### src/rtl/code_lock.sv
// Keypad combination lock: checks CODE_LEN key pulses against CODE, holds the lock open, and
// optionally locks the keypad out after MAX_FAILS rejected attempts (`define CODE_LOCK_LOCKOUT_EN).
module code_lock #(
  parameter int                      CODE_LEN       = 4,
  parameter logic [2*CODE_LEN-1:0]   CODE           = 8'hE4,
  parameter int                      OPEN_CYCLES    = 3_000_000,
  parameter int                      TIMEOUT_CYCLES = 5_000_000,
  parameter int                      MAX_FAILS      = 3,
  parameter int                      LOCKOUT_CYCLES = 10_000_000
) (
  input  logic       clk,
  input  logic       rst,
  input  logic [3:0] keys,
  output logic       unlocked,
  output logic       fail,
  output logic       locked_out,
  output logic [3:0] digit_cnt
);

  localparam int MAX_OT = (OPEN_CYCLES > TIMEOUT_CYCLES) ? OPEN_CYCLES : TIMEOUT_CYCLES;
  localparam int MAX_P  = (MAX_OT > LOCKOUT_CYCLES) ? MAX_OT : LOCKOUT_CYCLES;
  localparam int TW     = (MAX_P > 1) ? $clog2(MAX_P) : 1;

  if (CODE_LEN < 1 || CODE_LEN > 8 || MAX_FAILS < 1 || MAX_FAILS > 15) begin : g_param_check
    $error("code_lock: CODE_LEN must be 1..8 and MAX_FAILS 1..15");
  end

  typedef enum logic [1:0] {IDLE, ENTRY, OPEN, LOCKOUT} state_t;

  state_t        state;
  logic [TW-1:0] timer;
  logic          mismatch;

  logic          press;
  logic          last;
  logic          mismatch_n;
  logic [3:0]    cnt_n;

  // One-hot key pattern expected for combination entry idx.
  function automatic logic [3:0] expected_key(input logic [3:0] idx);
    logic [2*CODE_LEN-1:0] shifted;
    shifted = CODE >> {idx, 1'b0};
    return 4'b0001 << shifted[1:0];
  endfunction

  always_comb begin
    press      = |keys;
    cnt_n      = digit_cnt + 4'd1;
    last       = (cnt_n == 4'(CODE_LEN));
    mismatch_n = ((state == ENTRY) ? mismatch : 1'b0) | (keys != expected_key(digit_cnt));
  end

`ifdef CODE_LOCK_LOCKOUT_EN
  logic [3:0] fail_cnt;
  logic [3:0] fail_cnt_n;

  always_comb fail_cnt_n = (fail_cnt == 4'd15) ? 4'd15 : fail_cnt + 4'd1;
`else
  assign locked_out = 1'b0;
`endif

  always_ff @(posedge clk) begin
    if (rst) begin
      state     <= IDLE;
      timer     <= '0;
      mismatch  <= 1'b0;
      digit_cnt <= 4'd0;
      unlocked  <= 1'b0;
      fail      <= 1'b0;
`ifdef CODE_LOCK_LOCKOUT_EN
      locked_out <= 1'b0;
      fail_cnt   <= 4'd0;
`endif
    end else begin
      fail <= 1'b0;
      case (state)
        IDLE, ENTRY: begin
          if (press) begin
            if (last) begin
              digit_cnt <= 4'd0;
              mismatch  <= 1'b0;
              if (!mismatch_n) begin
                state    <= OPEN;
                unlocked <= 1'b1;
                timer    <= TW'(OPEN_CYCLES - 1);
`ifdef CODE_LOCK_LOCKOUT_EN
                fail_cnt <= 4'd0;
`endif
              end else begin
                fail  <= 1'b1;
                state <= IDLE;
`ifdef CODE_LOCK_LOCKOUT_EN
                fail_cnt <= fail_cnt_n;
                if (fail_cnt_n >= 4'(MAX_FAILS)) begin
                  state      <= LOCKOUT;
                  locked_out <= 1'b1;
                  timer      <= TW'(LOCKOUT_CYCLES - 1);
                end
`endif
              end
            end else begin
              // A press always wins over a simultaneous inactivity expiry.
              state     <= ENTRY;
              digit_cnt <= cnt_n;
              mismatch  <= mismatch_n;
              timer     <= TW'(TIMEOUT_CYCLES - 1);
            end
          end else if (state == ENTRY) begin
            if (timer == '0) begin
              state     <= IDLE;
              digit_cnt <= 4'd0;
              mismatch  <= 1'b0;
            end else begin
              timer <= timer - 1'b1;
            end
          end
        end
        OPEN: begin
          if (timer == '0) begin
            state    <= IDLE;
            unlocked <= 1'b0;
          end else begin
            timer <= timer - 1'b1;
          end
        end
`ifdef CODE_LOCK_LOCKOUT_EN
        LOCKOUT: begin
          if (timer == '0) begin
            state      <= IDLE;
            locked_out <= 1'b0;
            fail_cnt   <= 4'd0;
          end else begin
            timer <= timer - 1'b1;
          end
        end
`endif
        default: state <= IDLE;
      endcase
    end
  end

endmodule

### config.mk
export PLATFORM = sky130hd
export DESIGN_NAME = code_lock
export DESIGN_NICKNAME = d
export VERILOG_FILES = /design/src/rtl/code_lock.sv
export SDC_FILE = /design/constraint.sdc
export NUM_CORES = 1
export LEC_CHECK = 0
export CAP_MARGIN = 20
export CORE_AREA = 2 2 63 65
export DETAILED_ROUTE_END_ITERATION = 16
export DIE_AREA = 0 0 65 67
export PLACE_DENSITY = 0.74
export SKIP_LAST_GASP = 1
export SLEW_MARGIN = 20
export SYNTH_ARGS = -nofsm -noshare
export SYNTH_HDL_FRONTEND = slang
export SYNTH_SLANG_ARGS = --single-unit
### constraint.sdc
create_clock -name clk -period 2.7 [get_ports clk]
set_clock_uncertainty 0.05 [all_clocks]
set_input_delay 0.27 -clock clk [delete_from_list [all_inputs] [get_ports clk]]
set_output_delay 0.27 -clock clk [all_outputs]
set_load 0.03 [all_outputs]
Yosys cells after proc, flatten, opt, wreduce, memory -nomap -nowiden
Index checks and enable logic that the tools add are counted.
{"block": "classes", "shift": 2, "n_mux": 26, "addsub": 2, "n_eq_ne": 10, "bitwise": 4, "reduce_logical": 11, "n_lt_le_gt_ge": 0, "multipliers": 0, "n_div": 0}
{"op": "$mux 24", "count": 5}
{"op": "$pmux 24 s2", "count": 1}
{"op": "$logic_not 24->1", "count": 1}
{"op": "$sub 24x1->24 const B", "count": 1}
{"op": "$mux 4", "count": 4}
{"op": "$mux 2", "count": 5}
{"op": "$mux 1", "count": 9}
{"op": "$ne 2x2->1 const B", "count": 4}
{"op": "$reduce_or 4->1", "count": 2}
{"op": "$shr 8x5->2 const A", "count": 1}
{"op": "$reduce_and 3->1", "count": 2}
{"op": "$reduce_bool 2->1", "count": 3}
{"op": "$reduce_and 5->1", "count": 1}
{"op": "$add 4x1->4 const B", "count": 1}
{"op": "$eq 4x3->1 const B", "count": 1}
{"op": "$ne 4x4->1", "count": 1}
{"op": "$ne 4x4->1 const B", "count": 1}
{"op": "$pmux 2 s2", "count": 1}
{"op": "$shl 1x2->4 const A", "count": 1}
{"op": "$ne 3x3->1 const B", "count": 1}
{"op": "$not 1->1", "count": 3}
{"op": "$eq 2x1->1 const B", "count": 1}
{"op": "$eq 2x2->1 const B", "count": 1}
{"op": "$logic_not 2->1", "count": 1}
{"op": "3 further kinds", "count": 3}
{"block": "word_totals", "n_memories": 0, "register_bits": 33, "elab_cells": 61, "ram_bits": 0, "out_inout_bits": 7, "mem_bits_ro": 0, "latchBits": 0}

Depth between registers and ports, before layout
Gate-level depths: netlist (run 1).
{"block": "logic_depth", "ltp_word": 8, "ltp_mapped": 10, "mapped_depth_nobuf": 7}

Least setup slack after synthesis (run 1)
No wires, ideal clock.
{"block": "synth_timing", "path_type": "flip-flop to flip-flop", "from": "register digit_cnt[2]", "to": "register timer[5]", "setup_ns": 0.132, "arrival_ns": 2.122, "slack_ns": 0.396, "stages_incl_launch_ff": 10, "n_path_buf": 3, "t_required_ns": 2.518, "path_cell_list": "dfxtp_1 -> nor2_1 -> and3_1 -> or3_1 -> buf_6 -> a211o_1 -> buf_2 -> buf_2 -> o211ai_1 -> a21oi_1"}
{"block": "synth_via", "elab_chain_cells": 6, "elab_cells_between_ends": 11, "cone_classes": "add/sub (1); eq/ne (3); shift (2); mux (3); bitwise (1); reduce/logical (1)"}
{"item": "start, declared", "line_no": "17", "rtl": "output logic [3:0] digit_cnt"}
{"item": "start signal, assigned", "line_no": "104", "rtl": "digit_cnt <= cnt_n;"}
{"item": "$shr 8x5->2", "line_no": "42", "rtl": "shifted = CODE >> {idx, 1'b0};"}
{"item": "$shl 1x2->4", "line_no": "43", "rtl": "return 4'b0001 << shifted[1:0];"}
{"item": "$ne 4x4->1", "line_no": "50", "rtl": "mismatch_n = ((state == ENTRY) ? mismatch : 1'b0) | (keys != expected_key(digit_cnt));"}
{"item": "$or 1x1->1", "line_no": "50"}
{"item": "$ne 4x4->1 (no line)"}
{"item": "$reduce_and 3->1 (no line)"}
{"item": "end signal, assigned", "line_no": "85", "rtl": "timer <= TW'(OPEN_CYCLES - 1);"}
{"item": "end signal, assigned", "line_no": "106", "rtl": "timer <= TW'(TIMEOUT_CYCLES - 1);"}
{"item": "end signal, assigned", "line_no": "114", "rtl": "timer <= timer - 1'b1;"}
{"item": "end, declared", "line_no": "31", "rtl": "logic [TW-1:0] timer;"}
Several ways; a longest one is shown, not always the timed one.
A chain may end at the register's enable or synchronous reset.

Worst setup path in the final report (run 1)
{"block": "layout_timing", "from": "input keys[3]", "to": "register timer[14]"}
{"block": "layout_via", "elab_chain_cells": 4, "elab_cells_between_ends": 8, "cone_classes": "eq/ne (3); mux (2); bitwise (1); reduce/logical (2)"}
{"item": "start, declared", "line_no": "13", "rtl": "input logic [3:0] keys,"}
{"item": "$ne 4x4->1", "line_no": "50"}
{"item": "$or 1x1->1", "line_no": "50"}
{"item": "$ne 4x4->1 (no line)"}
{"item": "$reduce_and 3->1 (no line)"}
Several ways; a longest one is shown, not always the timed one.

==> qor.txt, run 1 <==
Status -> complete, no violations
Drt total wl -> 5.206 mm
Register bit total from synthesis -> 33
Antenna violations before repair -> 0
Arr. time, crit path -> 2.53 ns
Period utilization -> 0.8863
RSZ-0062 raised after global routing -> no
Clock Path Buffers -> 2
Worst VDD drop -> 0.3194 mV
Vias in the first global route -> 1,904
Die width -> 65 um
Overall Global Routing Usage -> 0.2705
Crit. path cell count -> 7
Worst R2R Setup Slack -> 0.40 ns
Worst Tran Pin Value -> 0.7508 ns
Hold-fix buffers at CTS -> 0
Mapped Nets -> 265
Slowest cell on the critical path -> clkdlybuf4s50_1
Full die area -> 0.004355 sq mm
CTS tree -> yes
Post-CTS setup buffers -> 0
Residual DRC -> 0
Reg2reg end -> timer[14]$_SDFFE_PP0P_
DP Worst Slack -> 0.08300 ns
Max-cap violations -> 0
Area grow syn2layout -> 12.35%
P per Cell Area -> 495.5 mW/mm^2
Sequential share of the synthesized area -> 0.3181
Starting density of the core -> 0.5760
Number of DRC markers in iteration 0 -> 248
Final Slew Violations -> 0
Fin util -> 0.6471
Clk Latency, worst-skew pair -> 0.29 ns
Routed WL per cell -> 16.37 um
# setup viols final -> 0
Number of flops mapped to enable cells by yosys -> 0
Final ANT Viol Nets -> 0
Final GP Congestion -> 0.9691
DR vias/cell -> 6.459
DP Area -> 0.002247 sq mm
Min-delay src -> unlocked$_SDFFE_PP0P_
Fmax -> 0.4179 GHz
Reg clk slew, reported paths -> 0.06 ns
Tmin final -> 2.393 ns
Worst min path class -> reg2reg
GR Overflow Total -> 0
First-pass GRT wire length -> 9.121 mm
Post-synth cell types -> 52
Number of CTS-inserted buffers -> 5
Critical R2R Launch -> digit_cnt[2]$_SDFFE_PP0P_
Worst Path Buf+Inv -> 2
Setup ws final -> 0.3069 ns
Rel. slew slack -> 0.4976
Req. time, crit path -> 2.84 ns
H-Tree Depth -> 2
Yosys warns -> 0
Cell Chain, Critical Path -> clkdlybuf4s50_1 -> nor4_2 -> nor3b_1 -> a21o_1 -> buf_4 -> nor3_1 -> a311oi_1
Hold Path End -> unlocked$_SDFFE_PP0P_
CTS resizes -> 0
CTS sink cnt -> 33
Core outline area -> 0.003606 sq mm
Crit path max-delay family -> simple AND/OR/NAND/NOR gates
Antenna fix cells -> 0
Worst Setup Start Kind -> input pin
Post-detail-place hpwl -> 3.762 mm
Input/output buffers -> 11
Path type of the worst setup path -> in2reg
I/O Pins -> 13
CP Capture Type -> flip-flop
Via count -> 2,054
Pin count of the biggest net entering global routing -> 20
Cell area after layout -> 0.002333 sq mm
CP max stage delay -> 0.51 ns
Rows -> 22
Hold path cells -> 2
Die Ht -> 67 um
Predominant post-synthesis flop cell -> dfxtp_1
Mapped cell area -> 0.002077 sq mm
Async set-reset flop share out of synthesis -> 0
Share of layout cells above drive strength 1 -> 0.1185
CP max FO -> 9
Pleak -> 0.8867 nW
Clock Root Buffer -> clkbuf_8
Post-synthesis cell count -> 257
Reg2reg path depth -> 6
Fin. Hold Viols -> 0
Layout Nets -> 278
Synthesized area per cell -> 8.082 sq um
Setup TNS -> 0 ns
Pre-antenna DRT Iters -> 4
## cells in the mapped netlist, types with 3 or more instances
master,n,area [sq um]
dfxtp_1,33,660.6
nand3_1,20,100.1
nor2_1,20,75.07
a21oi_1,18,90.09
o31ai_1,17,127.6
nand2_1,13,48.80
a31oi_1,9,56.30
clkbuf_1,8,30.03
nor3_1,8,40.04
or3_1,7,43.79
buf_2,6,30.03
mux2i_1,6,60.06
nand2b_1,6,37.54
nor4_1,6,37.54
a311oi_1,5,43.79
inv_1,5,18.77
o21ai_0,5,25.02
a211oi_1,4,30.03
a21o_1,4,30.03
and3_1,4,25.02
or4_1,4,30.03
and2_1,3,18.77
nand4_1,3,18.77
nor4_2,3,37.54
o41ai_1,3,26.28
or2_2,3,18.77
## logic make-up (layout without fill, tap and decap cells)
group | Yosys count | in the layout | share of synthesized area
AOI/OAI and AO/OA | 79 | 79 | 0.2723
xor gates and xnor gates | 1 | 1 | 0.004218
adders and majority gates | 2 | 2 | 0.01205
buffers and inverters | 23 | 36 | 0.05602
DFF | 33 | 33 | 0.3181
muxes | 6 | 6 | 0.02892
other | 1 | 1 | 0.001805
and+or+nand+nor | 112 | 112 | 0.3066
## state kept, by name, indices dropped and copies added, names as in the netlist
register,count
mismatch,1
digit_cnt,4
fail,1
unlocked,1
state,2
timer,24
## worst reg2reg max path, cell delays in order (launching register included)
cell and delay, ns:
dfxtp_1 0.44, nor2_1 0.15, and3_1 0.20, or3_1 0.48, a21boi_4 0.38, nor3_1 0.17, a311oi_1 0.33
## stage by stage
stage	instances	power [mW]	hold WS [ns]
final	318	1.156	0.4229
after global routing	318	1.216	0.4445
after CTS	318	1.163	0.4282
after detailed placement	311	0.7828	0.4161
after global placement	311	0.7803	0.4119
after floorplan	257	0.7207	0.3987
## cell type report
type | count | area, sq um
Fill cell | 319 | 1272
Tap cell | 48 | 60.06
Timing Repair Buffer | 24 | 207.7
Clock buffer | 7 | 86.33
Sequential cell | 33 | 660.6
Multi-Input combinational cell | 201 | 1300
Inverter | 5 | 18.77
## power by group
| part | switching [mW] | leakage [nW] | internal, mW |
|---|---|---|---|
| logic | 0.131 | 0.570 | 0.0920 |
| clock network | 0.179 | 0.0443 | 0.202 |
| registers | 0.0356 | 0.272 | 0.516 |
| total | 0.346 | 0.887 | 0.811 |
## placed cells by master, fill, tap and decap left out, types with 2 or more instances in the layout
cell type,count
a211o_1,2
nor3_1,8
inv_1,5
ha_1,2
or3_1,7
a21oi_1,18
nor4_2,3
a31oi_1,9
or4_1,4
clkbuf_8,6
clkdlybuf4s50_1,11
nand3_1,20
nand2_1,13
or2_2,3
a21o_1,4
nor4_1,6
o21ai_0,5
nand2b_1,6
and2_1,3
a211oi_1,4
nor3b_1,2
or3_4,2
nand4_1,3
buf_4,13
o31a_1,2
mux2i_1,6
a311oi_1,5
and3_1,4
nor2_1,20
dfxtp_1,33
a21boi_1,2
o31ai_1,17
o41ai_1,3
## layer usage
layer	track usage	routed length, um	share of wire
met1	0.3656	2453	0.47
met4	0.1037	93	0.018
met3	0.05743	349	0.067
met5	0	0	0
met2	0.4201	2309	0.44
## worst max path at each step
stage	startpoint	to	slack, ns
finish	keys[3]	timer[14]$_SDFFE_PP0P_	0.31
global route	keys[3]	timer[14]$_SDFFE_PP0P_	0.16
CTS	keys[0]	timer[14]$_SDFFE_PP0P_	0.36
detailed placement	keys[1]	timer[19]$_SDFFE_PP0P_	0.08
global placement	keys[0]	timer[14]$_SDFFE_PP0P_	0.11
floorplan	digit_cnt[2]$_SDFFE_PP0P_	timer[5]$_SDFFE_PP0P_	0.40
No activity file was read; power rests on OpenSTA's default activity.
==> inputs of run 2 (changes only) <==
--- a/config.mk
+++ b/config.mk
@@ -5,7 +5,7 @@
 export SDC_FILE = /design/constraint.sdc
 export NUM_CORES = 1
 export LEC_CHECK = 0
-export CAP_MARGIN = 20
+export CAP_MARGIN = 25
 export CORE_AREA = 2 2 63 65
 export DETAILED_ROUTE_END_ITERATION = 16
 export DIE_AREA = 0 0 65 67
==> results of run 2 <==
Final layout, timing and power as in run 1 (identical DEF).
==> inputs of run 3 (changes only) <==
--- a/config.mk
+++ b/config.mk
@@ -6,12 +6,11 @@
 export NUM_CORES = 1
 export LEC_CHECK = 0
 export CAP_MARGIN = 25
-export CORE_AREA = 2 2 63 65
+export CORE_AREA = 4 4 65 67
 export DETAILED_ROUTE_END_ITERATION = 16
-export DIE_AREA = 0 0 65 67
+export DIE_AREA = 0 0 69 71
 export PLACE_DENSITY = 0.74
 export SKIP_LAST_GASP = 1
-export SLEW_MARGIN = 20
 export SYNTH_ARGS = -nofsm -noshare
 export SYNTH_HDL_FRONTEND = slang
 export SYNTH_SLANG_ARGS = --single-unit
==> run 3 against run 2 <==
  * Non-clock buffer count is 2 higher
  * First-iteration DRC count is 10% higher
  * Sequential power hardly changed
  * Register-to-register slack worse by 0.17 ns
  * Maximum frequency is 3.1% lower
  * Critical endpoint is now timer[1]$_SDFFE_PP0P_
  * Worst setup slack worse by 0.075 ns
  * Routed wire length is 7.2% higher
  * Hold slack better by 0.017 ns
  * Clock-buffer cell count stayed put
  * Flip-flop and latch count stayed put
  * Largest power group unchanged
==> qor.txt, run 3 (synthesis gave the netlist of run 1 again) <==
CTS resizes -> 0
DP Area -> 0.002262 sq mm
Pre-antenna DRT Iters -> 5
Clk Latency, worst-skew pair -> 0.29 ns
Period utilization -> 0.9143
Max-cap violations -> 0
Number of CTS-inserted buffers -> 5
Fin. Hold Viols -> 0
Post-Place Cells -> 313
Overall Global Routing Usage -> 0.2387
Fin util -> 0.6505
I/O Pins -> 13
Fmax -> 0.4051 GHz
Regs by FF count -> timer (24), digit_cnt (4), state (2)
Path type of the worst setup path -> reg2reg
CTS sink cnt -> 33
Input/output buffers -> 11
Full die area -> 0.004899 sq mm
Filler instances -> 345
Residual DRC -> 0
Cell area after layout -> 0.002364 sq mm
CP max FO -> 8
Via count -> 2,092
Routed WL per cell -> 17.38 um
# setup viols final -> 0
Setup TNS -> 0 ns
Cell Count, Final, Fillers Out -> 321
Min-delay src -> timer[8]$_SDFFE_PP0P_
Number of DRC markers in iteration 0 -> 274
Max reg flops -> 24
Core outline area -> 0.003633 sq mm
Hold Path End -> timer[8]$_SDFFE_PP0P_
Tmin final -> 2.469 ns
DR vias/cell -> 6.517
Status -> complete, no violations
Hold-fix buffers at CTS -> 0
Req. time, crit path -> 2.79 ns
Clock Path Buffers -> 2
Antenna violations before repair -> 0
Reg2reg end -> timer[1]$_SDFFE_PP0P_
Rows -> 22
Worst min path class -> reg2reg
Final ANT Viol Nets -> 0
Drt total wl -> 5.580 mm
Worst Setup Start Kind -> flip-flop
Final GP Congestion -> 0.9022
H-Tree Depth -> 2
Most frequent cells in the layout -> dfxtp_1, nor2_1, nand3_1
Pin count of the biggest net entering global routing -> 16
Die width -> 69 um
Worst R2R Setup Slack -> 0.23 ns
Final Slew Violations -> 0
Reg clk slew, reported paths -> 0.07 ns
Rel. slew slack -> 0.5834
WHS -> 0.4403 ns
Reg2reg path depth -> 6
Hold path cells -> 2
Post-CTS setup buffers -> 0
Layout Nets -> 280
Worst Tran Pin Value -> 0.6183 ns
Share of layout cells above drive strength 1 -> 0.1319
Post-detail-place hpwl -> 4.064 mm
GR Overflow Total -> 0
Top reg by flops -> timer
Die Ht -> 71 um
Clock Root Buffer -> clkbuf_8
CTS tree -> yes
P per Cell Area -> 508.6 mW/mm^2
Arr. time, crit path -> 2.56 ns
Most common cell after layout, fill and taps aside -> dfxtp_1
Vias in the first global route -> 1,978
Antenna fix cells -> 0
Pleak -> 0.9047 nW
CP Capture Type -> flip-flop
RSZ-0062 raised after global routing -> no
Worst VDD drop -> 0.3392 mV
Critical R2R Launch -> timer[6]$_SDFFE_PP0P_
Starting density of the core -> 0.5716
Area grow syn2layout -> 13.80%
First-pass GRT wire length -> 9.680 mm
run 3: cell count changes in the layout (fill, tap and decap cells not counted):
cell,delta
buf_4,+2
clkbuf_8,+1
clkbuf_1,-1
clkinv_2,+1
run 3: power breakdown:
group	internal, mW	switching [mW]	leakage, nW
logic	0.0955	0.136	0.578
clock network	0.230	0.186	0.0542
registers	0.516	0.0375	0.272
run 3: layout make-up:
class / instances / area [sq um] / share of cell area
clock inverter: 1 / 5.005 / 0.002118
multi-input combinational: 201 / 1300 / 0.5500
inverter: 5 / 18.77 / 0.007941
timing repair buffer: 26 / 222.7 / 0.09423
sequential: 33 / 660.6 / 0.2795
clock buffer: 7 / 96.34 / 0.04076
tap: 48 / 60.06 / 0.02541
run 3: worst max-delay path by stage:
stage,from,to,slack (ns),cells after the start
final,timer[6]$_SDFFE_PP0P_,timer[1]$_SDFFE_PP0P_,0.23,6
after global routing,timer[2]$_SDFFE_PP0P_,timer[1]$_SDFFE_PP0P_,0.08,6
after CTS,timer[2]$_SDFFE_PP0P_,timer[1]$_SDFFE_PP0P_,0.30,6
after detailed placement,keys[1],timer[19]$_SDFFE_PP0P_,0.03,7
after global placement,keys[1],timer[23]$_SDFFE_PP0P_,0.15,7
after floorplan,digit_cnt[2]$_SDFFE_PP0P_,timer[5]$_SDFFE_PP0P_,0.40,9
run 3: through the flow:
step / setup WS (ns) / total power, mW
final: 0.2314 / 1.202
after global routing: 0.08120 / 1.264
after CTS: 0.3037 / 1.207
after detailed placement: 0.02691 / 0.7905
after global placement: 0.1481 / 0.7856
after floorplan: 0.3956 / 0.7207
run 3: metal layers:
layer | global-route usage | vias up | part of all wire
met5 | 0 | - | 0
met2 | 0.3718 | 109 | 0.44
met3 | 0.05682 | 13 | 0.077
met4 | 0.08677 | 0 | 0.020
met1 | 0.3216 | 949 | 0.46
li1 | - | 1021 | -
run 3: critical path, stage by stage (launching register included):
cell and delay [ns]:
dfxtp_1 0.36, nor3_2 0.49, nand4_1 0.33, nor2_1 0.49, nor2_1 0.24, a211oi_1 0.28
a311oi_1 0.07
==> variant: new RTL, flow settings as in run 3 <==
Encoding of `state_t`: now Gray code (2 bits for 4 states).
--- a/src/rtl/code_lock.sv
+++ b/src/rtl/code_lock.sv
@@ -25,7 +25,7 @@
     $error("code_lock: CODE_LEN must be 1..8 and MAX_FAILS 1..15");
   end
 
-  typedef enum logic [1:0] {IDLE, ENTRY, OPEN, LOCKOUT} state_t;
+  typedef enum logic [1:0] {IDLE = 2'b00, ENTRY = 2'b01, OPEN = 2'b11, LOCKOUT = 2'b10} state_t;
 
   state_t        state;
   logic [TW-1:0] timer;
Formal check against the unedited RTL: same outputs for any inputs over 10 cycles, from zero or initial values and one cycle with rst high; not proved beyond that.
==> variant against run 3 <==
Routed wire length grew 4.0%. Area after synthesis is the same. Sequential power shrank 0.7%. Combinational power grew 8%. Power shrank 2.6%. Setup slack lost 30 ps. Die area is the same. Critical path depth grew 3. Cell count grew 4.0%. Sequential cell count is the same. Clock power shrank 11%. Cell area grew 3.7%.
==> variant: results (changes against run 3) <==
Final layout
  – Largest regs: timer x24, digit_cnt x4, state x2
  – Nets@finish: 293 (+4.6%)
  – Share of cells above drive strength 1: 0.1503 (+0.01848)

Worst setup path
  – Critical path fanouts, max: 5 (-3)
  – CP arrival: 2640 ps (+80 ps)

Synthesis
  – Syn nets: 267 (+0.75%)
  – Cell variety after synth: 54 (+3.8%)
  – Top post-synthesis cells by area: dfxtp_1 (32%), o31ai_1 (6.9%), a21oi_1 (5.1%), or4_1 (4.3%), a31oi_1 (3.9%)
  – Top cells by count, synth: dfxtp_1 (33), a21oi_1 (21), nor2_1 (19), o31ai_1 (19), nand2_1 (18)

Power
  – Leakage: 0.8978 nW (-0.76%)
  – Maximum vdd drop: 0.0002487 V (-27%)

Routing
  – Met3 routed WL: 328 um (-24%)
  – Met1 WL: 2680 um (+3.4%)
  – Via Count: 2220 (+6.1%)
  – Initial DRC count: 159 (-42%)
  – Pre-antenna DRT Iters: 4 (-1)
  – Met2 wire len: 2718 um (+11%)

STA
  – Least-Margin Pin Slew: 588.4 ps (-29.87 ps)

Placement
  – Gpl congestion: 0.8499 (-5.8%)
  – Area post-placement: 2367 um2 (+4.6%)
  – DP HPWL: 4094 um (+0.73%)

Status
  – Status: finished, final reports clean

Global routing
  – First-pass GRT wire length: 9901 um (+2.3%)
  – Number of global-route vias before repair: 2102 (+6.3%)
  – Global Route Usage Sum: 0.2421 (+0.003410)
## variant: metal layers
metal / global-route usage / up-vias
met5: 0 / -
met4: 0.07809 / 0
met3: 0.05114 / 11
met2: 0.3941 / 72
met1: 0.3204 / 1053
li1: - / 1084
## variant: through the flow
stage | hold slack (ps) | util | setup WS [ps] | cells
after global routing | 438.3 | 0.6742 | 47.00 | 334
final | 411.2 | 0.6742 | 201.7 | 334
after floorplan | 377.6 | - | 260.7 | 259
after global placement | 388.7 | 0.6515 | 92.63 | 326
after CTS | 410.2 | 0.6742 | 227.8 | 334
after detailed placement | 398.2 | 0.6515 | -15.66 | 326
## variant: kinds of logic after synthesis
| kind of cell | after synthesis | synth area share |
|---|---|---|
| fa+ha+maj | 2 | 0.01205 |
| buf+inv | 19 | 0.03675 |
| simple gates | 122 | 0.3530 |
| other cells | 1 | 0.001805 |
| mux | 4 | 0.01928 |
| compound gates | 78 | 0.2590 |
| flops | 33 | 0.3181 |
## variant: final timing paths
kind,from,to,slack [ps],cells after the start
worst max-delay path,timer[0],timer[7],200,9
worst min-delay path,mismatch,mismatch,410,2
worst max register to register,timer[0],timer[7],200,9
worst min register to register,mismatch,mismatch,410,2
## variant: critical path, cell delays in order (launching register included)
cell,delay [ps]
dfxtp_1,340
inv_1,90
ha_1,230
or3b_2,230
nor2_1,90
buf_4,170
and3_1,200
or4_1,520
o31a_1,260
o32ai_1,220
## variant: layout make-up
type	count	area (um2)
Fill cell	340	1184
Tap cell	48	60.06
Sequential cell	33	660.6
Timing Repair Buffer	33	287.8
Multi-Input combinational cell	207	1340
Clock buffer	6	72.57
Inverter	5	18.77
Clock inverter	2	10.01
## variant: power by group
| part | internal (W) | switching [W] | total, W |
|---|---|---|---|
| combinational | 0.000106 | 0.000145 | 0.000250 |
| clock | 0.000179 | 0.000192 | 0.000371 |
| sequential | 0.000516 | 0.0000347 | 0.000550 |
